===== src/rtl/test_sel_sequencer_timer.sv =====
// rtl/test_sel_sequencer_timer.sv - loadable down-counter shared by guard, settle and dwell intervals
module sel_interval_timer #(
  parameter int WIDTH = 4
) (
  input  logic             clk,
  input  logic             rst_n,
  input  logic             load,
  input  logic [WIDTH-1:0] load_val,
  output logic             zero
);

  logic [WIDTH-1:0] count_q;

  // Load on interval entry, then count down and park at zero.
  always_ff @(posedge clk or negedge rst_n) begin
    if (!rst_n) begin
      count_q <= '0;
    end else if (load) begin
      count_q <= load_val;
    end else if (count_q != '0) begin
      count_q <= count_q - WIDTH'(1);
    end
  end

  assign zero = (count_q == '0);

endmodule


===== config.mk =====
export PLATFORM = sky130hd
export DESIGN_NAME = sel_interval_timer
export DESIGN_NICKNAME = d
export VERILOG_FILES = /design/src/rtl/test_sel_sequencer_timer.sv
export SDC_FILE = /design/constraint.sdc
export NUM_CORES = 1
export LEC_CHECK = 0
export BUFFER_PORTS_ARGS = -buffer_cell sky130_fd_sc_hd__buf_2
export CORE_AREA = 2 2 39 41
export CTS_CLUSTER_SIZE = 24
export DETAILED_ROUTE_END_ITERATION = 12
export DIE_AREA = 0 0 41 43
export GPL_TIMING_DRIVEN = 0
export PLACE_DENSITY = 0.42
export SLEW_MARGIN = 25
export SYNTH_ARGS = -nofsm -noshare
export SYNTH_HDL_FRONTEND = slang
export SYNTH_SLANG_ARGS = --single-unit

===== constraint.sdc =====
create_clock -name clk -period 1.2 [get_ports clk]
set_input_delay 0.06 -clock clk [delete_from_list [all_inputs] [get_ports clk]]
set_output_delay 0.06 -clock clk [all_outputs]
set_load 0.01 [all_outputs]

==> results.md, run 1 <==
- Run status: finished with violations
- Failing checks: negative setup slack
- Total detailed-routing wirelength: 511 um
- Met1 layer wirelength in the final routing: 185 um
- Clock slew at reported path FFs: 30 ps
- Core Box Area: 1384 um2
- Synth-to-Final Area Change: 72.73%
- Worst-path cell chain: inv_2, ha_4, nor3b_4, mux2i_1, mux2_2
- Number of remaining DRC errors: 0
- Number of port buffers: 6
- Crit path setup slack, layout: -86.91 ps
- Synth Net Count: 30
- Reg-to-reg critical path startpoint: count_q[1]
- Compound-Gate Fraction of Synth Area: 0.08556
- WHS: 57.95 ps
- Register area share after synthesis: 0.4278
- Peak fanout along the critical path: 3
- Critical path required time: 1310 ps
- Most flop-heavy register: count_q
- Root Buffer: sky130_fd_sc_hd__clkbuf_4
- Transition at the pin with the smallest max-transition slack: 306.7 ps
- Proportion of layout cells with a drive suffix above 1: 0.5897
- Mean number of vias per cell: 3.909
- Clk Latency, worst-skew pair: 230 ps
- Top Registers: count_q (4)
- Final critical-path share of the clock period: 1.072
- Global-route wire length before repair: 931 um
- Count of clock tree sinks: 4
- Initial antenna violation count: 0
- Detailed Place HPWL: 355.8 um
- Capture instance of the worst register-to-register path: count_q[1]
- Worst setup path startpoint: count_q[1]
- Detailed-route wire length per cell: 9.291 um
- Netlist area before placement: 234.0 um2
- Post-synthesis instance total: 22
- Number of synthesized register bits: 4
- Cell area power density: 1638 nW/um2
- Die X-Extent: 41 um
- Antenna diodes: 0
- Longest individual stage delay on the worst path: 380 ps
- Register cell area after layout: 100.1 um2
- Number of ports placed on the die boundary: 8
- Mux share of post-synthesis cell area: 0.1337
- Crit. path cell count: 5
- Hold violation total from the final report: 0
- Filler cell count: 144
- Number of endpoints failing setup at the final stage: 4
- Min-delay worst type: primary input to flip-flop
- Critical-path top delay cell: sky130_fd_sc_hd__dfrtp_1
- Worst relative slew slack: 0.7955
- Total clock buffers created by CTS: 3
- Number of distinct library cells after synthesis: 15
- Final worst path period need: 1287 ps
- Leak: 0.1851 nW
- Effective utilization at floorplan: 0.1691
- Kind of end point of the critical path: flip-flop
- Path type of the worst setup path: flip-flop to flip-flop
- Post-synthesis average cell area: 10.64 um2
- H-Tree Depth: 1
- Number of maximum-capacitance constraint violations: 0
- RSZ-0062 raised after global routing: true
- Number of cells traversed by the worst hold path: 3
- Buf/Inv on CP: 1
- Worst Skew: 1.627 ps
- 1st-iter DRT viols: 0
- Detail Route Antenna Nets: 0
- Clock tree from TritonCTS: yes
- Dominant combinational cell family by area after synthesis: simple AND/OR/NAND/NOR gates
- Peak supply drop: 0.5691 mV
- Via count of the first global-routing pass: 231
- Area occupied by multi-input gates: 153.9 um2
- Synth Area in XOR/XNOR: 0.03743
- Routed met2 length: 304 um
- Final net count: 49
- Weighted congestion reported at the end of routability-driven placement: 0.6206
- Minimum setup slack among reg-to-reg paths: -90 ps
- Full die area: 1763 um2
- DR pass1 iterations: 1
- Die Height: 43 um
- Top layer used by detailed routing: met3
- Cell family with the largest share of critical-path delay: flip-flops
- CTS max path bufs: 2
- Warning count from the yosys run: 0
- Summed negative setup slack over all endpoints: -271.9 ps
- Max-slew violation count: 0
- Number of cells traversed by the worst register-to-register path: 5
- Total via count in the routed design: 215
- Share of synthesized cell area in full adder, half adder and majority cells: 0.05348
- Number of flip-flops in the largest register: 4
- Endpoint arrival time on the critical path: 1390 ps
- Most frequent cells in the layout: sky130_fd_sc_hd__buf_2 (6), sky130_fd_sc_hd__buf_4 (6), sky130_fd_sc_hd__dfrtp_1 (4), sky130_fd_sc_hd__clkbuf_4 (3)
- Met3 wire len: 21 um
- Max frequency: 777.1 MHz
- Num rows: 14
- Overflow left after global routing: 0
- Destination of the critical timing path: count_q[1]
- Crit path launch type: flip-flop
- Total power after layout: 0.6620 mW
- Share of synthesized cell area in and, or, nand and nor gates: 0.2139
- Total routing usage reported by global routing: 0.08073
- Pin count of the biggest net entering global routing: 9
## through the flow
step	cells	setup slack (ps)	utilization	area (um2)
floorplan	22	-175.1	-	236.5
global placement	44	-173.6	0.2071	286.5
detailed placement	44	-183.1	0.2071	286.5
CTS	52	-86.61	0.2649	366.6
global route	55	-163.5	0.2920	404.1
finish	55	-86.91	0.2920	404.1
## area by class of cell
cell class,instances,share of cell area
multi-input cells,15,0.3808
inverters,2,0.01858
repair buffers,14,0.2384
well taps,16,0.04954
plain buffers,1,0.009288
clock buffers,3,0.05573
flip-flops and latches,4,0.2477
## Yosys cell counts
library cell | number | share of area
sky130_fd_sc_hd__xnor2_1 | 1 | 0.037
sky130_fd_sc_hd__dfrtp_1 | 4 | 0.43
sky130_fd_sc_hd__nor2b_1 | 1 | 0.027
sky130_fd_sc_hd__ha_1 | 1 | 0.053
sky130_fd_sc_hd__o21ai_1 | 1 | 0.021
sky130_fd_sc_hd__inv_1 | 2 | 0.032
sky130_fd_sc_hd__o21ai_0 | 1 | 0.021
sky130_fd_sc_hd__mux2_2 | 1 | 0.048
sky130_fd_sc_hd__mux2i_1 | 2 | 0.086
sky130_fd_sc_hd__nor3b_1 | 1 | 0.032
sky130_fd_sc_hd__a221o_1 | 1 | 0.043
sky130_fd_sc_hd__nand2_1 | 2 | 0.032
sky130_fd_sc_hd__clkbuf_1 | 1 | 0.016
sky130_fd_sc_hd__nor3b_4 | 1 | 0.080
sky130_fd_sc_hd__nor3_1 | 2 | 0.043
## report_power, final
part / switching (mW) / internal (mW) / leakage, nW
Combinational: 0.116 / 0.188 / 0.123
Sequential: 0.0330 / 0.166 / 0.0480
Clock: 0.0470 / 0.111 / 0.0138
Total: 0.196 / 0.466 / 0.185
## worst min-delay path by stage
stage,start,endpoint
after floorplan,rst_n,count_q[0]
after global placement,rst_n,count_q[3]
after detailed placement,rst_n,count_q[3]
after CTS,load_val[0],count_q[0]
after global routing,load_val[1],count_q[1]
final,load_val[0],count_q[0]
## timing repair
action                                  4_1_cts  5_1_grt
endpoints found under the hold margin         4        0
pin swaps                                     2        3
gates resized for setup                       3        4
buffers inserted                              4        3
endpoints found under the setup margin        3        5
hold buffers                                  1        0
gates cloned                                  0        0
## per-layer routing
metal | track usage | vias up
li1 | - | 111
met1 | 0.09150 | 102
met2 | 0.1250 | 2
met3 | 0.03141 | 0
met4 | 0.04000 | 0
met5 | 0 | -
## worst reg2reg max path: stages, from the launching register on
cell and delay [ps]:
sky130_fd_sc_hd__dfrtp_1 380, sky130_fd_sc_hd__inv_2 90, sky130_fd_sc_hd__ha_4 140, sky130_fd_sc_hd__nor3b_4 210, sky130_fd_sc_hd__mux2i_1 100, sky130_fd_sc_hd__mux2_2 260
## cell families (layout without fill, tap and decap cells)
| family | count (synthesis) | after routing |
|---|---|---|
| XOR/XNOR | 1 | 1 |
| AO/OA/AOI/OAI | 3 | 3 |
| AND/OR/NAND/NOR | 7 | 7 |
| multiplexers | 3 | 3 |
| adder cells (fa/ha/maj) | 1 | 1 |
| flip-flops | 4 | 4 |
| buffers and inverters | 3 | 20 |
No activity file was read; power rests on OpenSTA's default activity.
==> inputs of run 2 (changes only) <==
Settings changed: HOLD_SLACK_MARGIN set to 0.06, SKIP_CTS_REPAIR_TIMING set to 1, SLEW_MARGIN 25 to not set.
==> run 2 against run 1 <==
Net effect:
- clock power barely moved
- maximum frequency down 3.4%
- flip-flop and latch count stayed put
- the flow still finishes with violations (negative setup slack)
- first-iteration DRC count stayed put
==> results.md, run 2 (synthesized netlist as in run 1, its figures left out) <==
- Number of port buffers: 6 (unchanged)
- Die Height: 43 um (unchanged)
- Global-route wire length before repair: 807 um (-13%)
- Detail Route Antenna Nets: 0 (unchanged)
- Proportion of layout cells with a drive suffix above 1: 0.5143 (-0.07546)
- Run status: finished with violations
- Final net count: 45 (-8.2%)
- Clock tree from TritonCTS: yes
- Pin count of the biggest net entering global routing: 9 (unchanged)
- Detailed-route wire length per cell: 9.098 um (-2.1%)
- Worst Skew: 1.536 ps (-0.09116 ps)
- 1st-iter DRT viols: 0 (unchanged)
- Final instance count without filler cells: 51 (-7.3%)
- Critical path required time: 1310 ps (about the same)
- Total via count in the routed design: 201 (-6.5%)
- Crit path launch type: flip-flop
- DR pass1 iterations: 1 (unchanged)
- Number of flip-flops in the largest register: 4 (unchanged)
- Total detailed-routing wirelength: 464 um (-9.2%)
- Synth-to-Final Area Change: 52.41%
- Cell area power density: 1638 nW/um2 (about the same)
- Number of maximum-capacitance constraint violations: 0 (unchanged)
- Count of clock tree sinks: 4 (unchanged)
- Final Cell Area: 356.6 um2 (-12%)
- Final worst path period need: 1333 ps (+45.84 ps)
- CTS max path bufs: 2 (unchanged)
- Most frequent cells in the layout: sky130_fd_sc_hd__buf_2 (6), sky130_fd_sc_hd__dfrtp_1 (4), sky130_fd_sc_hd__clkbuf_4 (3), sky130_fd_sc_hd__buf_4 (3)
- Top Registers: count_q (4)
- Register cell area after layout: 100.1 um2 (unchanged)
- Root Buffer: sky130_fd_sc_hd__clkbuf_4
- Hold violation total from the final report: 0 (unchanged)
- Transition at the pin with the smallest max-transition slack: 293.9 ps (-12.77 ps)
- Count of placed standard cells including taps: 44 (unchanged)
- Mean number of vias per cell: 3.941 (+0.82%)
- RSZ-0062 raised after global routing: true
- Worst setup timing slack at the placement stage: -183.1 ps (unchanged)
- Number of ports placed on the die boundary: 8 (unchanged)
- Full die area: 1763 um2 (unchanged)
- Clk Latency, worst-skew pair: 230 ps (about the same)
- Number of endpoints failing setup at the final stage: 3 (-1)
- Via count of the first global-routing pass: 222 (-3.9%)
- Die X-Extent: 41 um (unchanged)
- Initial antenna violation count: 0 (unchanged)
- WHS: 57.43 ps (-0.5248 ps)
- Min-delay worst type: primary input to flip-flop
- Most common cell after layout, fill and taps aside: sky130_fd_sc_hd__buf_2
- Endpoint arrival time on the critical path: 1440 ps (+50 ps)
- Crit path setup slack, layout: -132.8 ps (-45.84 ps)
- Total clock buffers created by CTS: 3 (unchanged)
- Peak fanout along the critical path: 3 (unchanged)
- H-Tree Depth: 1 (unchanged)
- Area occupied by multi-input gates: 140.1 um2 (-8.9%)
- Instance area at placement: 286.5 um2 (unchanged)
- Worst relative slew slack: 0.8040 (+0.008514)
- Leak: 0.1574 nW (-15%)
- Antenna diodes: 0 (unchanged)
- Kind of end point of the critical path: flip-flop
- Effective utilization at floorplan: 0.1691 (unchanged)
- Detailed Place HPWL: 355.8 um (unchanged)
- Core Box Area: 1384 um2 (unchanged)
- Path type of the worst setup path: flip-flop to flip-flop
- Final critical-path share of the clock period: 1.111 (+0.03820)
- Number of remaining DRC errors: 0 (unchanged)
- Max-slew violation count: 0 (unchanged)
- Weighted congestion reported at the end of routability-driven placement: 0.6206 (unchanged)
- Num rows: 14 (unchanged)
- Peak supply drop: 0.5751 mV (+1.1%)
- Final Core Density: 0.2577 (-0.03436)
- Filler cell count: 143 (-0.69%)
- Overflow left after global routing: 0 (unchanged)
- Max frequency: 750.3 MHz (-3.4%)
- Total routing usage reported by global routing: 0.06963 (-0.01110)
- Failing checks: negative setup slack
- Most flop-heavy register: count_q
- Clock slew at reported path FFs: 30 ps (about the same)
-- run 2: cell types whose count changed in the layout (fill, tap and decap cells not counted), sizes merged --
cell / change
buf: -4
-- run 2: path summary, 6_finish.rpt --
check / start / to / slack, ps / cells after the start
setup / recovery: count_q[1] / count_q[1] / -130 / 5
hold / removal: load_val[0] / count_q[0] / 60 / 3
setup reg to reg: count_q[1] / count_q[1] / -130 / 5
hold reg to reg: count_q[2] / count_q[2] / 720 / 2
max in group asynchronous: rst_n / count_q[0] / 910 / 2
min in group asynchronous: rst_n / count_q[3] / 170 / 2
-- run 2: cell type report --
class                      count  area share
clock buffer                   3     0.06316
tap                           16     0.05614
timing repair buffer          10      0.1754
inverter                       2     0.02105
multi-input combinational     15      0.3930
sequential                     4      0.2807
buffer                         1     0.01053
-- run 2: worst max-delay path, cell delays in order, from the launching register on --
cell and delay [ps]:
sky130_fd_sc_hd__dfrtp_1 380, sky130_fd_sc_hd__inv_2 90, sky130_fd_sc_hd__ha_4 150, sky130_fd_sc_hd__nor3b_4 230, sky130_fd_sc_hd__mux2i_1 100, sky130_fd_sc_hd__mux2_2 260
-- run 2: metrics by stage --
stage	power, mW	setup TNS [ps]
2_1_floorplan	0.3188	-209.5
3_3_place_gp	0.3532	-215.7
3_5_place_dp	0.3605	-236.2
4_1_cts	0.5286	-428.1
5_1_grt	0.6380	-548.3
6_report	0.5843	-259.8
-- run 2: metal layers --
layer  vias to the layer above  track usage  wire [um]
met2                         2       0.1125        261
met4                         0      0.04000          0
met3                         0      0.03141         21
li1                        103            -          -
met1                        96      0.06863        181
met5                         -            0          0
-- run 2: power breakdown --
part           internal, mW  switching, mW  leakage (nW)
Combinational         0.136         0.0933        0.0956
Clock                 0.111         0.0468        0.0138
Sequential            0.166         0.0308        0.0480
Total                 0.413          0.171         0.157
==> inputs of run 3 (changes only) <==
Settings changed: MAX_ROUTING_LAYER set to met4, PLACE_DENSITY 0.42 to 0.4.
Clock period 1.2 ns to 1.45 ns, I/O delays scaled along.
==> run 3 against run 2 <==
Net effect:
- the flow now finishes without violations
- critical path depth stayed put
- die area stayed put
- combinational power is 33% lower
- setup slack better by 210 ps
- flip-flop and latch count stayed put
- via count is 9.5% lower
- core utilization is 2.0 points lower
- hold slack better by 1.5 ps
- sequential share of layout area is 2.3 points higher
- global-route usage is 0.87 points lower
- clock skew is 0.61 ps lower
==> results.md, run 3 (synthesized netlist as in run 1, its figures left out) <==
- Number of cells traversed by the worst register-to-register path: 5 (unchanged)
- DR pass1 iterations: 2 (+1)
- Endpoint arrival time on the critical path: 1490 ps (+50 ps)
- Number of flip-flops in the largest register: 4 (unchanged)
- Minimum setup slack among reg-to-reg paths: 70 ps (+210 ps)
- Effective utilization at floorplan: 0.1691 (unchanged)
- Crit path setup slack, layout: 74.94 ps (+207.7 ps)
- Number of ports placed on the die boundary: 8 (unchanged)
- Weighted congestion reported at the end of routability-driven placement: 0.6374 (+2.7%)
- Crit path launch type: flip-flop
- Clock tree from TritonCTS: yes
- Worst setup path startpoint: count_q[0]
- Min-delay worst type: primary input to flip-flop
- Worst-path cell chain: inv_1, ha_4, nor3b_4, mux2i_1, mux2_2
- Worst relative slew slack: 0.8046 (about the same)
- Final Core Density: 0.2378 (-0.01989)
- Count of clock tree sinks: 4 (unchanged)
- Max frequency: 727.2 MHz (-3.1%)
- Root Buffer: sky130_fd_sc_hd__clkbuf_4
- Final critical-path share of the clock period: 0.9483 (-0.1623)
- Via count of the first global-routing pass: 173 (-22%)
- Number of port buffers: 6 (unchanged)
- 1st-iter DRT viols: 1 (+1)
- Die Height: 43 um (unchanged)
- Most frequent cells in the layout: sky130_fd_sc_hd__buf_2 (6), sky130_fd_sc_hd__dfrtp_1 (4), sky130_fd_sc_hd__clkbuf_4 (3)
- Critical path required time: 1560 ps (+250 ps)
- Capture instance of the worst register-to-register path: count_q[1]
- Longest individual stage delay on the worst path: 370 ps (about the same)
- Peak supply drop: 0.4113 mV (-28%)
- Critical-path top delay cell: sky130_fd_sc_hd__dfrtp_1
- Final worst path period need: 1375 ps (+42.31 ps)
- Total routing usage reported by global routing: 0.06095 (-0.008676)
- Cell area power density: 1349 nW/um2 (-18%)
- Summed negative setup slack over all endpoints: 0 ps (+259.8 ps)
- Clock slew at reported path FFs: 40 ps (about the same)
- Leak: 0.1436 nW (-8.8%)
- Number of endpoints failing setup at the final stage: 0 (-3)
- H-Tree Depth: 1 (unchanged)
- Initial antenna violation count: 0 (unchanged)
- Overflow left after global routing: 0 (unchanged)
- Peak fanout along the critical path: 3 (unchanged)
- Number of maximum-capacitance constraint violations: 0 (unchanged)
- Top Registers: count_q (4)
- Num rows: 14 (unchanged)
- Global-route wire length before repair: 641 um (-21%)
- Kind of end point of the critical path: flip-flop
- Total power after layout: 0.4440 mW (-24%)
- Max-slew violation count: 0 (unchanged)
- Worst setup timing slack at the placement stage: 21.38 ps (+204.5 ps)
- Proportion of layout cells with a drive suffix above 1: 0.3750 (-0.1393)
- Most flop-heavy register: count_q
- Number of remaining DRC errors: 0 (unchanged)
- Detailed-route wire length per cell: 9.063 um (-0.39%)
- Hold violation total from the final report: 0 (unchanged)
- Total via count in the routed design: 182 (-9.5%)
- Transition at the pin with the smallest max-transition slack: 293.2 ps (-0.7777 ps)
- Final net count: 42 (-6.7%)
- Total clock buffers created by CTS: 3 (unchanged)
- Synth-to-Final Area Change: 40.64%
- Clk Latency, worst-skew pair: 230 ps (about the same)
- Core Box Area: 1384 um2 (unchanged)
- RSZ-0062 raised after global routing: false
- CTS max path bufs: 2 (unchanged)
- Mean number of vias per cell: 3.792 (-3.8%)
- Detail Route Antenna Nets: 0 (unchanged)
- Die X-Extent: 41 um (unchanged)
- Destination of the critical timing path: count_q[1]
- Path type of the worst setup path: flip-flop to flip-flop
- Run status: completed
- Most common cell after layout, fill and taps aside: sky130_fd_sc_hd__buf_2
- Full die area: 1763 um2 (unchanged)
- Reg-to-reg critical path startpoint: count_q[0]
- Worst Skew: 0.9289 ps (-0.6070 ps)
- Pin count of the biggest net entering global routing: 9 (unchanged)
- Antenna diodes: 0 (unchanged)
- Total detailed-routing wirelength: 435 um (-6.3%)
-- run 3: changes by cell type in the layout (fill, tap and decap cells not counted) --
cell / previous run / this run
sky130_fd_sc_hd__nor3_2: 1 / 0
sky130_fd_sc_hd__inv_2: 2 / 0
sky130_fd_sc_hd__buf_4: 3 / 0
sky130_fd_sc_hd__inv_1: 0 / 2
sky130_fd_sc_hd__nor3_1: 1 / 2
-- run 3: critical path: cells and delay by family, from the launching register on --
kind / cells / cell delay, ps
fa+ha+maj: 1 / 160
buf+inv: 1 / 120
flops: 1 / 370
mux: 2 / 360
simple gates: 1 / 240
-- run 3: power by group --
group / leakage (nW) / internal (mW) / total (mW) / switching [mW]
Sequential: 0.0480 / 0.137 / 0.158 / 0.0210
Clock: 0.0138 / 0.0923 / 0.133 / 0.0409
Combinational: 0.0818 / 0.0849 / 0.153 / 0.0677
-- run 3: per-layer routing --
metal  GRT usage  routed length (um)  up-vias
li1            -                   -       98
met1     0.06515                 183       80
met2     0.07500                 226        4
met3     0.01571                  25        0
met4     0.08000                   0        0
met5           -                   0        -
-- run 3: cell type report --
type                            instances  area, um2
Sequential cell                         4      100.1
Fill cell                             157       1055
Tap cell                               16      20.02
Inverter                                2      7.507
Timing Repair Buffer                    7      40.04
Multi-Input combinational cell         15      135.1
Clock buffer                            3      22.52
Buffer                                  1      3.754
-- run 3: through the flow --
step           cell area, um2  std cells  hold WS, ps
2_1_floorplan           234.0         22       -223.1
3_3_place_gp            284.0         44       -121.8
3_5_place_dp            284.0         44       -121.0
4_1_cts                 306.5         47       -372.2
5_1_grt                 329.1         48        80.89
6_report                329.1         48        58.90
-- run 3: worst min path at each step --
stage | from | end | slack, ps | depth (start not counted)
final | load_val[2] | count_q[2] | 60 | 3
after global placement | rst_n | count_q[0] | -120 | 1
after floorplan | rst_n | count_q[0] | -220 | 0
after global routing | load_val[1] | count_q[1] | 80 | 2
after CTS | rst_n | count_q[0] | -370 | 1
after detailed placement | rst_n | count_q[0] | -120 | 1
